### src/rtl/uart_arb_pkg.sv
// Shared types and constants for the USB-serial to-host byte arbiter.
// Holds the arbiter state encoding, the tag byte base, default parameter
// values and the round-robin pointer increment helper.
package uart_arb_pkg;

  // Arbiter FSM states. TAG is only reachable when UART_ARB_TAG_EN is defined.
  typedef enum logic [1:0] {
    ST_IDLE = 2'd0,
    ST_TAG  = 2'd1,
    ST_DATA = 2'd2
  } arb_state_e;

  // Tag byte emitted ahead of each message; low bits carry the requester id.
  localparam logic [7:0] TAG_BASE = 8'hF0;

  // Default number of requesters sharing the stream.
  localparam int DEFAULT_NUM_REQ = 4;

  // Default stall timeout: 100 us at 48 MHz.
  localparam int DEFAULT_TIMEOUT = 4800;

  // Next round-robin start position after requester 'cur', wrapping modulo n
  // (also correct for non-power-of-two n).
  function automatic int rr_next(input int cur, input int n);
    return (cur + 1 >= n) ? 0 : cur + 1;
  endfunction

endpackage

### src/rtl/uart_rr_pick.sv
// Combinational round-robin picker.
// Searches the request vector upward from ptr_i with wrap-around and returns
// the first set bit. Kept generic so other arbiters can reuse it.
module uart_rr_pick #(
  parameter int N = 4
) (
  input  logic [N-1:0]         req_i,
  input  logic [$clog2(N)-1:0] ptr_i,
  output logic                 found_o,
  output logic [$clog2(N)-1:0] idx_o
);

  localparam int W = $clog2(N);

  // One extra bit so ptr + offset can exceed N-1 before the wrap correction.
  logic [W:0] cand;

  // Scan N candidates starting at ptr_i; the first requesting one wins.
  always_comb begin
    found_o = 1'b0;
    idx_o   = '0;
    cand    = '0;
    for (int i = 0; i < N; i++) begin
      cand = {1'b0, ptr_i} + (W+1)'(i);
      if (cand >= (W+1)'(N)) begin
        cand = cand - (W+1)'(N);
      end
      if (!found_o && req_i[cand[W-1:0]]) begin
        found_o = 1'b1;
        idx_o   = cand[W-1:0];
      end
    end
  end

endmodule

### src/rtl/uart_tx_arbiter.sv
// Round-robin arbiter sharing the usb_uart to-host byte stream among several
// on-chip message sources. Grants last a whole message (until the granted
// requester's last byte is accepted) or until the requester stalls for
// TIMEOUT cycles with nothing to send.
//
// Optional feature macro: UART_ARB_TAG_EN -- when defined, every message is
// preceded by one tag byte (TAG_BASE | grant_id); when undefined the output
// is the raw concatenation of messages.
//
// Handshake: on every port a byte moves on a rising clock edge exactly when
// valid and ready are both high in that cycle. A source holding valid high
// must keep data/last stable until it is accepted; ready may be high without
// valid and carries no obligation by itself.
module uart_tx_arbiter
  import uart_arb_pkg::*;
#(
  parameter int NUM_REQ = DEFAULT_NUM_REQ,
  parameter int TIMEOUT = DEFAULT_TIMEOUT
) (
  input  logic                       clk_48mhz,
  input  logic                       reset,
  input  logic [8*NUM_REQ-1:0]       req_data,
  input  logic [NUM_REQ-1:0]         req_last,
  input  logic [NUM_REQ-1:0]         req_valid,
  output logic [NUM_REQ-1:0]         req_ready,
  output logic [7:0]                 uart_in_data,
  output logic                       uart_in_valid,
  input  logic                       uart_in_ready,
  output logic [$clog2(NUM_REQ)-1:0] grant_id,
  output logic                       busy,
  output logic                       timeout_err,
  output logic [1:0]                 dbg_state_o
);

  localparam int IDX_W = $clog2(NUM_REQ);
  localparam int CNT_W = $clog2(TIMEOUT);
  localparam logic [CNT_W-1:0] CNT_MAX = CNT_W'(TIMEOUT - 1);

  // FSM state
  arb_state_e state_q, state_d;

  // Grant, round-robin pointer and stall counter
  logic [IDX_W-1:0] grant_q, grant_d;
  logic [IDX_W-1:0] rr_q, rr_d;
  logic [CNT_W-1:0] cnt_q, cnt_d;

  // Output holding register and timeout pulse
  logic             hold_valid_q, hold_valid_d;
  logic [7:0]       hold_data_q, hold_data_d;
  logic             tmo_q, tmo_d;

  // Picker results
  logic             pick_found;
  logic [IDX_W-1:0] pick_idx;

  // Decoded per-cycle actions (FSM outputs)
  logic               slot_free;
  logic               start;
  logic               load_tag;
  logic               accept;
  logic               cnt_inc;
  logic               expire;
  logic               release_grant;
  logic [NUM_REQ-1:0] ready_c;

  // Granted requester's lane
  logic               gnt_valid;
  logic               gnt_last;
  logic [7:0]         gnt_data;
  logic [IDX_W-1:0]   next_ptr;

  assign gnt_valid = req_valid[grant_q];
  assign gnt_last  = req_last[grant_q];
  assign gnt_data  = req_data[{grant_q, 3'b000} +: 8];

  // The holding register can take a byte when empty or when it drains this cycle.
  assign slot_free = ~hold_valid_q | uart_in_ready;

  assign release_grant = (accept & gnt_last) | expire;
  assign next_ptr      = IDX_W'(rr_next(int'(grant_q), NUM_REQ));

  uart_rr_pick #(
    .N (NUM_REQ)
  ) u_pick (
    .req_i   (req_valid),
    .ptr_i   (rr_q),
    .found_o (pick_found),
    .idx_o   (pick_idx)
  );

  // FSM state register
  always_ff @(posedge clk_48mhz) begin
    if (reset) begin
      state_q <= ST_IDLE;
    end else begin
      state_q <= state_d;
    end
  end

  // FSM next-state logic
  always_comb begin
    state_d = state_q;
    case (state_q)
      ST_IDLE: begin
        if (pick_found) begin
`ifdef UART_ARB_TAG_EN
          state_d = ST_TAG;
`else
          state_d = ST_DATA;
`endif
        end
      end
`ifdef UART_ARB_TAG_EN
      ST_TAG: begin
        if (slot_free) begin
          state_d = ST_DATA;
        end
      end
`endif
      ST_DATA: begin
        if (release_grant) begin
          state_d = ST_IDLE;
        end
      end
      default: state_d = ST_IDLE;
    endcase
  end

  // FSM outputs: per-cycle actions and the requester ready vector
  always_comb begin
    start    = 1'b0;
    load_tag = 1'b0;
    accept   = 1'b0;
    cnt_inc  = 1'b0;
    expire   = 1'b0;
    ready_c  = '0;
    case (state_q)
      ST_IDLE: begin
        start = pick_found;
      end
`ifdef UART_ARB_TAG_EN
      ST_TAG: begin
        load_tag = slot_free;
      end
`endif
      ST_DATA: begin
        ready_c[grant_q] = slot_free;
        accept           = gnt_valid & slot_free;
        // Only a silent requester counts toward the timeout; backpressure does not.
        if (!gnt_valid) begin
          if (cnt_q == CNT_MAX) begin
            expire = 1'b1;
          end else begin
            cnt_inc = 1'b1;
          end
        end
      end
      default: begin
        start = 1'b0;
      end
    endcase
  end

  // Datapath next-state: grant capture, pointer advance, counter, holding register
  always_comb begin
    grant_d      = grant_q;
    rr_d         = rr_q;
    cnt_d        = cnt_q;
    hold_valid_d = hold_valid_q;
    hold_data_d  = hold_data_q;
    tmo_d        = expire;

    if (start) begin
      grant_d = pick_idx;
      cnt_d   = '0;
    end else if (accept) begin
      cnt_d = '0;
    end else if (cnt_inc) begin
      cnt_d = cnt_q + 1'b1;
    end

    if (release_grant) begin
      rr_d = next_ptr;
    end

    if (load_tag) begin
      hold_valid_d = 1'b1;
      hold_data_d  = TAG_BASE | {{(8-IDX_W){1'b0}}, grant_q};
    end else if (accept) begin
      hold_valid_d = 1'b1;
      hold_data_d  = gnt_data;
    end else if (uart_in_ready) begin
      hold_valid_d = 1'b0;
    end
  end

  // Datapath registers; reset drops any byte still in the holding register
  always_ff @(posedge clk_48mhz) begin
    if (reset) begin
      grant_q      <= '0;
      rr_q         <= '0;
      cnt_q        <= '0;
      hold_valid_q <= 1'b0;
      hold_data_q  <= 8'h00;
      tmo_q        <= 1'b0;
    end else begin
      grant_q      <= grant_d;
      rr_q         <= rr_d;
      cnt_q        <= cnt_d;
      hold_valid_q <= hold_valid_d;
      hold_data_q  <= hold_data_d;
      tmo_q        <= tmo_d;
    end
  end

  // timeout_err is registered: it pulses in the first IDLE cycle after a forced release.
  assign req_ready     = ready_c;
  assign uart_in_data  = hold_data_q;
  assign uart_in_valid = hold_valid_q;
  assign grant_id      = grant_q;
  assign busy          = (state_q != ST_IDLE);
  assign timeout_err   = tmo_q;
  assign dbg_state_o   = state_q;

endmodule
### config.mk
export PLATFORM = sky130hd
export DESIGN_NAME = uart_tx_arbiter
export DESIGN_NICKNAME = d
export VERILOG_FILES = /design/src/rtl/uart_arb_pkg.sv /design/src/rtl/uart_rr_pick.sv /design/src/rtl/uart_tx_arbiter.sv
export SDC_FILE = /design/constraint.sdc
export NUM_CORES = 1
export LEC_CHECK = 0
export BUFFER_PORTS_ARGS = -buffer_cell sky130_fd_sc_hd__buf_2
export CAP_MARGIN = 20
export CORE_MARGIN = 2
export CORE_UTILIZATION = 35
export CTS_CLUSTER_SIZE = 14
export DETAILED_ROUTE_END_ITERATION = 12
export GPL_TIMING_DRIVEN = 0
export HOLD_SLACK_MARGIN = 0.15
export SYNTH_ARGS = -nofsm -noshare
export SYNTH_HDL_FRONTEND = slang
export SYNTH_SLANG_ARGS = --single-unit
### constraint.sdc
create_clock -name clk_48mhz -period 1.9 [get_ports clk_48mhz]
set_input_delay 0.095 -clock clk_48mhz [delete_from_list [all_inputs] [get_ports clk_48mhz]]
set_output_delay 0.095 -clock clk_48mhz [all_outputs]
set_load 0.005 [all_outputs]
==> results by group <==
Critical path
  • CP Data Arrival Time: between 2 and 2.5 ns
  • Slowest CP cell: mux4_2
  • Buffer and inverter count on the worst path: 1
  • R2R cell count: 5
  • CP delay by family, top: simple AND/OR/NAND/NOR gates
  • Worst setup EP type: flip-flop
  • Type of origin of the critical path: flip-flop
  • Worst EP required: between 2 and 2.5 ns
  • Cells along the critical path: mux4_2 > or2_4 > buf_6 > or4_1 > a21oi_1
  • Critical path peak fanout: 7
  • Kind of critical path: flip-flop to flip-flop
  • Worst path depth: 5
  • Max incr delay on CP: approximately 0.53 ns

Logic synthesis
  • Synth Area in Adders: around 4.5%
  • Syn nets: between 200 and 250
  • Largest family of logic cells by synthesized area: simple AND/OR/NAND/NOR gates
  • Synth Area in Compound Gates: about an eighth
  • Seq/Total Area, Yosys: around a third
  • Ys flop type: dfxtp_1
  • Mux share of post-synthesis cell area: a little over a fifth
  • Number of enable flip-flop cells after synthesis: 0
  • Synthesized area: 1662 um2
  • Yosys reg bits: 28
  • Asr flop ratio synth: 0%
  • Netlist cell types: 34
  • Synth Area in XOR/XNOR: 0%
  • Post-synthesis cell count: between 150 and 200
  • Simple-Gate Fraction of Synth Area: around 23%
  • Synth Warn #: 0
  • Syn_area_per_cell: 9.388 um2

Run
  • Max Cap Viol: 0

Floorplanning
  • Std-Cell Rows: 25
  • Die footprint: 5314 um2
  • Core Region: about 4700 um2
  • Chip Width: 72.90 um
  • Starting density of the core: roughly 36%
  • I/O pin count: between 60 and 70
  • DIE HEIGHT: 72.90 um

Place
  • Routability cong.: slightly below 0.8
  • Port Buffers: between 50 and 60
  • Dpl hpwl: about 3000 um
  • Post-DP Area: 2027 um2
  • Pre-CTS setup slack: -0.2442 ns
  • Dpl cells: 290

Layout
  • Fillers: approximately 450
  • Layout Utilization: about 48%
  • Area grow syn2layout: 34.86%
  • Number of diodes: 0
  • Non-Filler Instances: around 300
  • Multi-input logic area: 1104 um2
  • Register area: roughly 570 um2
  • Layout Nets: a little under 300
  • Layout cell share with drive strength beyond 1: around two fifths
  • Final instance area: 2241 um2

Timing
  • Hold Violations, Final: 0
  • Hold_ws: 0.2240 ns
  • Final setup vio count: 3
  • Fin worst setup slack: -0.01557 ns
  • Final clock skew: between 0.005 and 0.006 ns
  • Final min period: roughly 1.9 ns
  • Slew Limit Fails: 0
  • Achievable Freq: roughly 0.52 GHz
  • RSZ-0062 raised after global routing: yes
  • Total Neg Setup Slack: -0.04155 ns
  • Final cycle utilization of the critical path: 100.8%

Global route
  • Total Routing Usage GR: 16.19%
  • Total global routing overflow: 0
  • Vias in the first global route: between 1500 and 2000
  • Initial antenna violation count: 0
  • Largest net degree at the start of global routing: 17
  • First-pass GRT wire length: slightly below 7000 um

Clock network
  • Post-CTS Hold Fix Bufs: 0
  • Clock Path Buffers: 2
  • TritonCTS clock tree: built
  • Total clock buffers created by CTS: 3
  • Clock root cell: clkbuf_8
  • CTS clock-pin slew for the worst setup and hold paths: around 0.10 ns
  • H-tree depth: 1
  • Clk_lat worst skew: roughly 0.28 ns
  • TritonCTS Sinks: 28

Min path
  • Hold Path Depth: 3
  • Hold Crit Class: input port to flip-flop

Pwr
  • Clock power frac: approximately 31%
  • Total power: ~1.5 mW
  • Switching Fraction: between 20% and 30%
  • Internal power: roughly 1.1 mW
  • LEAKAGE: ~0.95 nW
  • Sequential Power Share: between 40% and 50%
  • Pwr/cell area: between 600 and 700 nW/um2
  • Combinational cell fraction of total power: a little over a quarter
  • NetSw: between 0.4 and 0.5 mW
  • Peak supply drop: 0.0003036 V

Route
  • Drt pass-1 iters: 4
  • Via count: 1642
  • Iteration-0 DRC Markers: 65
  • Routed WL per cell: 14.24 um
  • Residual DRC count: 0
  • Post-Route WL: 4228 um
  • DRT antenna net count: 0
  • Vias/cell: ~5.5

Outcome
  • Failing checks: setup timing
  • Status: finished, violations left
==> worst register-to-register path: stages, from the launching register on <==
cell	delay, ns
dfxtp_4	0.37
mux4_2	0.53
or2_4	0.29
buf_6	0.14
or4_1	0.39
a21oi_1	0.13
==> worst paths after layout <==
kind	from	endpoint	slack, ns
worst max register to register	grant_id[1]$_SDFFE_PP0P_	cnt_q[6]$_SDFFE_PP0P_	-0.02
worst min register to register	cnt_q[5]$_SDFFE_PP0P_	cnt_q[5]$_SDFFE_PP0P_	0.49
worst max-delay path	grant_id[1]$_SDFFE_PP0P_	cnt_q[6]$_SDFFE_PP0P_	-0.02
worst min-delay path	req_valid[3]	grant_id[1]$_SDFFE_PP0P_	0.22
==> cells in the final DEF, fill, tap and decap left out, types with 2 or more instances in the layout <==
cell	instances
o31ai_2	3
nor2_1	15
and3_1	7
mux2i_1	12
nand3b_1	2
inv_1	5
nand2_1	6
or4_1	8
buf_4	5
clkbuf_8	4
o21ai_0	3
dfxtp_1	26
or3_1	3
o31ai_4	2
clkbuf_1	2
nand3_1	9
nand4_1	3
ha_1	6
mux4_2	10
buf_2	61
nor3_1	2
a21oi_1	17
clkbuf_4	2
o31ai_1	3
nand2b_1	4
==> power groups by stage <==
stage | Clock [mW] | Sequential, mW | Combinational [mW]
after global routing | 0.505 | 0.650 | 0.453
after detailed placement | 0 | 0.661 | 0.370
after CTS | 0.482 | 0.645 | 0.402
final | 0.473 | 0.644 | 0.408
after global placement | 0 | 0.661 | 0.370
after floorplan | 0 | 0.659 | 0.237
==> area by class of cell <==
cell class                      instances  share of cell area (%)
Clock inverter                          1                   1.340
Inverter                                5                  0.8375
Clock buffer                            3                   1.843
Tap cell                               54                   3.015
Buffer                                 12                   4.076
Sequential cell                        28                   25.24
Multi-Input combinational cell        131                   49.25
Timing Repair Buffer                   63                   14.41
==> cells in the mapped netlist (all sizes together) (3+ instances only) <==
library cell,n,share of area (%)
a21oi,18,5.4
and3,7,2.6
buf,7,2.6
clkbuf,6,1.4
dfxtp,28,34
ha,6,4.5
inv,5,1.1
mux2i,12,7.2
mux4,10,14
nand2,6,1.4
nand2b,4,1.5
nand3,10,3.0
nand4,3,1.1
nor2,15,3.4
nor4,3,1.1
o21ai,3,0.90
o31ai,8,3.6
or3,3,1.1
or4,8,3.6
==> kinds of logic (layout without fill, tap and decap cells) <==
family	Yosys count	count (layout)
compound gates	33	33
fa+ha+maj	6	6
buf+inv	18	84
flops	28	28
mux	23	23
other cells	1	1
simple gates	68	68
==> flip-flops by register name, summed over array words and instances, names as in the netlist <==
register / cells
cnt_q: 13
uart_in_data: 8
grant_id: 2
uart_in_valid: 1
rr_q: 2
dbg_state_o: 1
timeout_err: 1
==> per-layer routing <==
| metal | wire, um | GRT usage [%] | vias up | share of wire [%] |
|---|---|---|---|---|
| met5 | 0 | 0 | - | 0 |
| met4 | 97 | 6.379 | 0 | 2.3 |
| met3 | 205 | 2.762 | 14 | 4.8 |
| met2 | 2124 | 28.48 | 58 | 50 |
| met1 | 1801 | 19.59 | 769 | 43 |
| li1 | - | - | 801 | - |
==> repair_timing <==
item,CTS,global route
gates cloned,1,0
endpoints found under the hold margin,0,0
pin swaps,7,5
resized for setup,19,11
setup endpoints to repair,24,21
setup buffers,3,0
(Power assumes the default switching activity.)
